$ cat config.mk
export PLATFORM = sky130hd
export DESIGN_NAME = calc_key_decoder_flat
export DESIGN_NICKNAME = d
export VERILOG_FILES = /design/src/rtl/calc_key_decoder_if.sv /design/src/rtl/calc_key_decoder.sv /design/src/flat_wrapper.sv
export SDC_FILE = /design/constraint.sdc
export NUM_CORES = 1
export LEC_CHECK = 0
export CELL_PAD_IN_SITES_DETAIL_PLACEMENT = 0
export CELL_PAD_IN_SITES_GLOBAL_PLACEMENT = 1
export CORE_MARGIN = 1
export CORE_UTILIZATION = 30
export DETAILED_ROUTE_END_ITERATION = 10
export PLACE_DENSITY_LB_ADDON = 0.1
export REMOVE_ABC_BUFFERS = 1
export SETUP_SLACK_MARGIN = 0.05
export SYNTH_ARGS = -nofsm -noshare
export SYNTH_HDL_FRONTEND = slang
export SYNTH_SLANG_ARGS = --single-unit
$ cat constraint.sdc
create_clock -name clk_i -period 4.81 [get_ports clk_i]
set_input_delay 0.962 -clock clk_i [delete_from_list [all_inputs] [get_ports clk_i]]
set_output_delay 0.962 -clock clk_i [all_outputs]
set_load 0.005 [all_outputs]
$ cat src/rtl/calc_key_decoder_if.sv
// Key, ALU request/result and display signals of the calculator key decoder.
// master is the decoder side, slave is the grid/ALU/display environment side.
interface calc_key_decoder_if #(
  parameter int WIDTH = 16
);
  logic             key_valid;
  logic [4:0]       key_val;
  logic             op_valid;
  logic             op_ready;
  logic [WIDTH-1:0] op_a;
  logic [WIDTH-1:0] op_b;
  logic [2:0]       op_code;
  logic             res_valid;
  logic [WIDTH-1:0] res_data;
  logic [WIDTH-1:0] disp_val;
  logic             busy;

  modport master (
    input  key_valid, key_val, op_ready, res_valid, res_data,
    output op_valid, op_a, op_b, op_code, disp_val, busy
  );

  modport slave (
    output key_valid, key_val, op_ready, res_valid, res_data,
    input  op_valid, op_a, op_b, op_code, disp_val, busy
  );
endinterface

$ cat src/rtl/calc_key_decoder.sv
// Calculator key decoder: assembles hex operands and an operator, issues them to the ALU.
// Optional macro CALC_KEY_DECODER_KEYBUF_EN adds a one-entry key buffer while busy.
module calc_key_decoder #(
  parameter int WIDTH = 16
) (
  input  logic               clk_i,
  input  logic               rst_ni,
  calc_key_decoder_if.master bus
);

  typedef enum logic [2:0] {
    S_A    = 3'd0,
    S_B    = 3'd1,
    S_REQ  = 3'd2,
    S_WAIT = 3'd3,
    S_RES  = 3'd4
  } state_e;

  localparam logic [4:0] K_ADD  = 5'h10;
  localparam logic [4:0] K_MULT = 5'h11;
  localparam logic [4:0] K_AND  = 5'h12;
  localparam logic [4:0] K_EXE  = 5'h13;
  localparam logic [4:0] K_SUB  = 5'h14;
  localparam logic [4:0] K_OR   = 5'h15;
  localparam logic [4:0] K_CE   = 5'h16;
  localparam logic [4:0] K_CLR  = 5'h17;

  localparam logic [2:0] OP_ADD  = 3'd0;
  localparam logic [2:0] OP_SUB  = 3'd1;
  localparam logic [2:0] OP_MULT = 3'd2;
  localparam logic [2:0] OP_AND  = 3'd3;
  localparam logic [2:0] OP_OR   = 3'd4;

  state_e           state_q, state_d;
  logic [WIDTH-1:0] a_q, a_d;
  logic [WIDTH-1:0] b_q, b_d;
  logic [WIDTH-1:0] r_q, r_d;
  logic [2:0]       op_q, op_d;
  logic             bEntered_q, bEntered_d;

  logic             busyState;
  logic             effValid;
  logic [4:0]       effCode;
  logic             isDigit;
  logic             isOper;
  logic [2:0]       operCode;
  logic [WIDTH-1:0] digitExt;

  assign busyState = (state_q == S_REQ) || (state_q == S_WAIT);

`ifdef CALC_KEY_DECODER_KEYBUF_EN
  logic       bufValid_q, bufValid_d;
  logic [4:0] bufCode_q, bufCode_d;

  // While busy the first meaningful key is parked; it replays in the first S_RES cycle,
  // and any key arriving in that same cycle loses to it.
  always_comb begin
    effValid   = 1'b0;
    effCode    = bus.key_val;
    bufValid_d = bufValid_q;
    bufCode_d  = bufCode_q;
    if (busyState) begin
      if (bus.key_valid && !bufValid_q && (bus.key_val < 5'h18)) begin
        bufValid_d = 1'b1;
        bufCode_d  = bus.key_val;
      end
    end else if ((state_q == S_RES) && bufValid_q) begin
      effValid   = 1'b1;
      effCode    = bufCode_q;
      bufValid_d = 1'b0;
    end else begin
      effValid = bus.key_valid;
    end
  end

  always_ff @(posedge clk_i or negedge rst_ni) begin
    if (!rst_ni) begin
      bufValid_q <= 1'b0;
      bufCode_q  <= 5'd0;
    end else begin
      bufValid_q <= bufValid_d;
      bufCode_q  <= bufCode_d;
    end
  end
`else
  always_comb begin
    effValid = bus.key_valid && !busyState;
    effCode  = bus.key_val;
  end
`endif

  always_comb begin
    isOper   = 1'b1;
    operCode = OP_ADD;
    case (effCode)
      K_ADD:   operCode = OP_ADD;
      K_SUB:   operCode = OP_SUB;
      K_MULT:  operCode = OP_MULT;
      K_AND:   operCode = OP_AND;
      K_OR:    operCode = OP_OR;
      default: isOper   = 1'b0;
    endcase
  end

  assign isDigit  = ~effCode[4];
  assign digitExt = {{(WIDTH-4){1'b0}}, effCode[3:0]};

  always_comb begin
    state_d    = state_q;
    a_d        = a_q;
    b_d        = b_q;
    r_d        = r_q;
    op_d       = op_q;
    bEntered_d = bEntered_q;

    if (effValid && !busyState && (effCode == K_CLR)) begin
      a_d        = '0;
      b_d        = '0;
      r_d        = '0;
      op_d       = OP_ADD;
      bEntered_d = 1'b0;
      state_d    = S_A;
    end else begin
      case (state_q)
        S_A: begin
          if (effValid) begin
            if (isDigit) begin
              a_d = {a_q[WIDTH-5:0], effCode[3:0]};
            end else if (isOper) begin
              op_d       = operCode;
              b_d        = '0;
              bEntered_d = 1'b0;
              state_d    = S_B;
            end else if (effCode == K_CE) begin
              a_d = '0;
            end
          end
        end

        S_B: begin
          if (effValid) begin
            if (isDigit) begin
              b_d        = {b_q[WIDTH-5:0], effCode[3:0]};
              bEntered_d = 1'b1;
            end else if (isOper) begin
              // Operator only replaces the pending one until B has a digit.
              if (!bEntered_q) begin
                op_d = operCode;
              end
            end else if (effCode == K_EXE) begin
              state_d = S_REQ;
            end else if (effCode == K_CE) begin
              b_d        = '0;
              bEntered_d = 1'b0;
            end
          end
        end

        S_REQ: begin
          if (bus.op_ready) begin
            state_d = S_WAIT;
          end
        end

        S_WAIT: begin
          if (bus.res_valid) begin
            r_d     = bus.res_data;
            state_d = S_RES;
          end
        end

        S_RES: begin
          if (effValid) begin
            if (isDigit) begin
              a_d     = digitExt;
              b_d     = '0;
              state_d = S_A;
            end else if (isOper) begin
              // Chaining: the shown result becomes the next left operand.
              a_d        = r_q;
              op_d       = operCode;
              b_d        = '0;
              bEntered_d = 1'b0;
              state_d    = S_B;
            end else if (effCode == K_CE) begin
              r_d     = '0;
              a_d     = '0;
              state_d = S_A;
            end
          end
        end

        default: state_d = S_A;
      endcase
    end
  end

  always_ff @(posedge clk_i or negedge rst_ni) begin
    if (!rst_ni) begin
      state_q    <= S_A;
      a_q        <= '0;
      b_q        <= '0;
      r_q        <= '0;
      op_q       <= OP_ADD;
      bEntered_q <= 1'b0;
    end else begin
      state_q    <= state_d;
      a_q        <= a_d;
      b_q        <= b_d;
      r_q        <= r_d;
      op_q       <= op_d;
      bEntered_q <= bEntered_d;
    end
  end

  always_comb begin
    bus.disp_val = a_q;
    case (state_q)
      S_A:          bus.disp_val = a_q;
      S_B:          bus.disp_val = bEntered_q ? b_q : a_q;
      S_REQ, S_WAIT: bus.disp_val = b_q;
      S_RES:        bus.disp_val = r_q;
      default:      bus.disp_val = a_q;
    endcase
  end

  assign bus.op_valid = (state_q == S_REQ);
  assign bus.busy     = busyState;
  assign bus.op_a     = a_q;
  assign bus.op_b     = b_q;
  assign bus.op_code  = op_q;

endmodule

$ cat src/flat_wrapper.sv
// flat-port wrapper written by rule: the top's interface ports become plain ports
module calc_key_decoder_flat 
#(
  parameter int WIDTH = 16
)
  (clk_i, rst_ni, bus_key_valid, bus_key_val, bus_op_ready, bus_res_valid, bus_res_data, bus_op_valid, bus_op_a, bus_op_b, bus_op_code, bus_disp_val, bus_busy);
  calc_key_decoder_if #(.WIDTH(WIDTH)) bus_i ();
  input  logic clk_i;
  input  logic rst_ni;
  input wire logic [$bits(bus_i.key_valid)-1:0] bus_key_valid;
  input wire logic [$bits(bus_i.key_val)-1:0] bus_key_val;
  input wire logic [$bits(bus_i.op_ready)-1:0] bus_op_ready;
  input wire logic [$bits(bus_i.res_valid)-1:0] bus_res_valid;
  input wire logic [$bits(bus_i.res_data)-1:0] bus_res_data;
  output wire logic [$bits(bus_i.op_valid)-1:0] bus_op_valid;
  output wire logic [$bits(bus_i.op_a)-1:0] bus_op_a;
  output wire logic [$bits(bus_i.op_b)-1:0] bus_op_b;
  output wire logic [$bits(bus_i.op_code)-1:0] bus_op_code;
  output wire logic [$bits(bus_i.disp_val)-1:0] bus_disp_val;
  output wire logic [$bits(bus_i.busy)-1:0] bus_busy;
  assign bus_i.key_valid = bus_key_valid;
  assign bus_i.key_val = bus_key_val;
  assign bus_i.op_ready = bus_op_ready;
  assign bus_i.res_valid = bus_res_valid;
  assign bus_i.res_data = bus_res_data;
  assign bus_op_valid = bus_i.op_valid;
  assign bus_op_a = bus_i.op_a;
  assign bus_op_b = bus_i.op_b;
  assign bus_op_code = bus_i.op_code;
  assign bus_disp_val = bus_i.disp_val;
  assign bus_busy = bus_i.busy;
  calc_key_decoder #(.WIDTH(WIDTH)) u_core (.clk_i(clk_i), .rst_ni(rst_ni), .bus(bus_i));
endmodule
## Word level (Yosys, flattened, before mapping)

Index checks and enable logic that the tools add are counted.

- Bits in registers: 55
- Output and inout bits: 53

- Eq/ne operators: 35
- Mux-type cells: 65
- Reductions and logical operators: 19

Operators with widths:

| cell | number |
|---|---|
| 16-bit two-way mux | 25 |
| 16-bit one-hot mux with 3 select lines | 2 |
| 3-bit two-way mux | 22 |
| 16-bit one-hot mux with 2 select lines | 2 |
| 5-bit equality test (second input constant) | 8 |
| 3-bit by 1-bit != test with 1-bit output (second input constant) | 10 |
| 8-bit AND reduction | 3 |
| 3-bit one-hot mux with 5 select lines | 1 |
| 3-bit by 2-bit != test with 1-bit output (second input constant) | 4 |
| 3-bit != test (second input constant) | 4 |
| 3-bit one-hot mux with 4 select lines | 1 |
| 11-bit AND reduction | 1 |
| 1-bit two-way mux | 10 |
| 3-bit nonzero test | 3 |
| 4-bit != test (second input constant) | 2 |
| 3-bit by 2-bit equality test with 1-bit output (second input constant) | 2 |
| 3-bit one-hot mux with 2 select lines | 1 |
| 6-bit AND reduction | 1 |
| 5-bit by 2-bit != test with 1-bit output (second input constant) | 1 |
| 5-bit OR reduction | 1 |
| 4-bit by 2-bit != test with 1-bit output (second input constant) | 1 |
| 4-bit by 3-bit != test with 1-bit output (second input constant) | 1 |
| 4-bit AND reduction | 1 |
| 4-bit nonzero test | 1 |
| 8 further kinds | 11 |

## Depth between registers and ports, before layout

- Depth after elaboration: 8
- Mapped depth: 8
- Depth with buffers taken out: 6

## Worst setup path before layout

Ideal clock, no wire load.

- Path kind: flip-flop to output port
- Start: reg u_core.state_q[1]
- End: out bus_disp_val[10]
- Arrival: 1440 ps
- Required time: 3848 ps
- Setup slack: 2408 ps
- Cell stages (with the launch flop): 7
- Path buffers: 3
- Path through: dfrtp_1 buf_4 nor3b_1 buf_2 clkbuf_1 a22oi_1 nand2_1

- Word-level cells in the longest chain between the ends: 3
- Elaborated cells between the ends (all ways): 6
- Classes of those cells: 4 x eq/ne; 1 x mux; 1 x reduce/logical

Ends and longest elaborated chain:

| element | line | source |
|---|---|---|
| start, declared | calc_key_decoder.sv:34 | `state_e state_q, state_d;` |
| start signal, assigned | calc_key_decoder.sv:207 | `state_q <= state_d;` |
| 3-bit by 2-bit equality test with 1-bit output | calc_key_decoder.sv:218 | `case (state_q)` |
| 2-bit OR reduction | calc_key_decoder.sv:218 |  |
| 16-bit one-hot mux with 3 select lines (*) | calc_key_decoder.sv:218 |  |
| end, declared | flat_wrapper.sv:19 | `output wire logic [$bits(bus_i.disp_val)-1:0] bus_disp_val;` |

Mark *: on every way between the ends. The rest lies on a longest branch, timed or not.

## Worst setup path after layout

- Start: reg u_core.state_q[0]
- End: out bus_disp_val[8]

Same word-level chain as after synthesis.

==> out/results.txt <==
Status - finished clean
Count of buffers from port buffering - 78
Tcrit/Tclk final - 0.768
P_sw - 0.000883 W
Post-synth top cells - nand2_1, dfrtp_1, a22oi_1
Comb power frac - 0.485
Post-route DRC - 0
Ratio of cells with drive above 1 in the final layout - 0.0733
Top_reg_cell synth - dfrtp_1
Number of synthesized flops with an enable pin - 0
Total power - 0.00235 W
Sw frac - 0.377
Finished Layout Cells - 542
Skew final - 0.0111 ns
CTS tree - done
Clock power frac - 0.121
Row count - 36
CTS max path bufs - 2
Register area share after synthesis - 0.446
Post-CTS setup-driven buffer insertion count - 0
Count leader, synth - nand2_1
Hold path depth - 2
Peak supply drop - 288 uV
CP Launch Type - flop
DRT Pass-1 Iters - 5
DR iter-0 viols - 204
Top cells by area, synth - dfrtp_1, nand2_1, a22oi_1
Worst R2R Path Depth - 6
Vias - 2859
Pre-CTS setup slack - 1.37 ns
Total gr overflow - 0
Peak Freq - 271 MHz
Clk Latency, worst-skew pair - 0.31 ns
Yosys top cell by area - dfrtp_1
Ys Warns - 0
First-pass GRT wire length - 15700 um
Initial antenna violation count - 0
Hold EP - u_core.r_q[2]
Crit path time final - 3.70 ns
Final setup fails - 0
Number of synthesized register bits - 55
R2r setup slk - 2.54 ns
Int Pwr - 0.00146 W
Share of the synthesized area in the top cell type - 0.446
Total Nets Final - 435
Core footprint - 9860 um2
Area of the multi-input gates - 1590 um2
Total CTS buffers - 5
Worst-Margin Slew - 0.894 ns
GPL Wtd Cong - 0.832
Die ar. - 10700 um2
Via-to-Cell Ratio - 5.27
Max-cap violations - 0
RSZ-0062 raised after global routing - false
Slew headroom - 0.402
Avg Synthesized Cell Area - 9.03 um2
GRT Resource Usage Total - 0.197
Hold Violations, Final - 0
Syn Std Cell Area - 3090 um2
Worst Setup Slack, final - 1.11 ns
Area growth from synthesis to layout - 31.8%
Vias in the first global route - 2804
Post-Syn Instances - 342
Reg-to-Reg Start - u_core.state_q[2]
Crit. End Element - output port
CTS Hold Bufs - 0
Placed Cells - 535
Leak - 1.75 nW
DP Wirelength - 6390 um
Final cell utilization of the core - 0.413
FF+latch area - 1380 um2
Reg-to-Reg End - u_core.bus.op_a[12]
Die outline height - 103 um
CTS sink cnt - 55
Post-synth ARST share - 1.00
DRT antenna net count - 0
CP arrival - 2.73 ns
Num ports - 79
Register share of total power - 0.395
Largest net degree at the start of global routing - 56
# resized after CTS - 0
CP Max Fanout - 20
CP required - 3.85 ns
Ant. Diodes - 0
Setup TNS - 0 ns
HP Class - flop to flop
Hold_sp - u_core.r_q[2]
Clk root buf - clkbuf_8
Yosys cell types - 44
Initial Util - 0.313
Wire per inst - 18.1 um
Fillcell total - 1002
Worst-path clk slew - 0.11 ns
Slew Viols, Final - 0
Routed Wire Length - 9830 um
H-tree levels - 2
Die X - 103 um
Crit path kind - flop to output port
PD cells - 576 nW/um2
## routing by layer
| metal | GRT usage | share of wire | wire [um] | up-vias |
|---|---|---|---|---|
| met2 | 0.319 | 0.49 | 4780 | 81 |
| met1 | 0.277 | 0.46 | 4540 | 1387 |
| met3 | 0.0329 | 0.045 | 446 | 4 |
| li1 | - | - | - | 1387 |
| met4 | 0.0433 | 0.0064 | 63 | 0 |
| met5 | 0 | 0 | 0 | - |
## cells by family after synthesis
| logic type | synth area share |
|---|---|
| DFF | 0.446 |
| xor gates and xnor gates | 0.00567 |
| AOI/OAI and AO/OA | 0.298 |
| and+or+nand+nor | 0.189 |
| muxes | 0.0142 |
| buffers and inverters | 0.0470 |
## area by class of cell
type                    instances  share of cell area
inverters                       2             0.00184
flip-flops and latches         55               0.338
repair buffers                 87               0.207
well taps                     133              0.0409
clock inverters                 1             0.00215
clock buffers                   6              0.0203
multi-input cells             258               0.390
## per-stage QoR
stage | area (um2) | hold slack [ns]
2_1_floorplan | 2950 | 0.472
3_3_place_gp | 3980 | 0.495
3_5_place_dp | 3980 | 0.500
4_1_cts | 4070 | 0.525
5_1_grt | 4070 | 0.539
6_report | 4070 | 0.521
## cells in the final DEF, fill, tap and decap left out, types with 2 or more instances in the layout
| cell type | instances |
|---|---|
| o2bb2ai_1 | 12 |
| a22oi_1 | 28 |
| clkdlybuf4s50_1 | 77 |
| o31ai_1 | 6 |
| o21ai_1 | 4 |
| nor2_1 | 12 |
| a21oi_1 | 11 |
| a31oi_1 | 2 |
| dfrtp_1 | 55 |
| buf_4 | 9 |
| o21ai_0 | 18 |
| o221ai_1 | 4 |
| clkbuf_8 | 6 |
| and3_1 | 2 |
| nand2_1 | 80 |
| nand3_1 | 2 |
| a22o_1 | 16 |
| nor3_1 | 7 |
| xnor2_1 | 2 |
| and2_1 | 2 |
| nand2b_1 | 4 |
| a2bb2oi_1 | 16 |
| a31o_2 | 2 |
| nor3_2 | 2 |
| nor2b_1 | 5 |
| mux2_2 | 3 |
| or3_1 | 2 |
## critical path, stage by stage (launching register included)
cell	delay [ns]
dfrtp_1	0.74
nor3b_2	0.09
buf_4	0.24
nor2_1	0.42
buf_4	0.28
nand2_1	0.07
nand2_1	0.07
clkdlybuf4s50_1	0.50
## state kept, by name, indices dropped and copies added (netlist names)
register	flops
u_core.bus.op_a	16
u_core.bus.op_b	16
u_core.r_q	16
u_core.bus.op_code	3
u_core.state_q	3
u_core.bEntered_q	1
## power by group through the flow
stage,Clock [W],Combinational (W),Sequential [W]
floorplan,0,0.000513,0.000862
global placement,0,0.00114,0.000940
detailed placement,0,0.00115,0.000937
CTS,0.000292,0.00115,0.000929
global route,0.000303,0.00128,0.000968
finish,0.000283,0.00114,0.000926
## how the worst max path moves through the flow
stage,to,from,cells past startpoint
final,bus_disp_val[8],u_core.state_q[0],7
after global routing,bus_disp_val[8],u_core.state_q[0],7
after CTS,bus_disp_val[8],u_core.state_q[0],7
after detailed placement,u_core.bus.op_a[12],bus_key_val[4],7
after global placement,u_core.bus.op_a[12],bus_key_val[4],7
after floorplan,bus_disp_val[0],u_core.state_q[0],4
No activity file was read; power rests on OpenSTA's default activity.
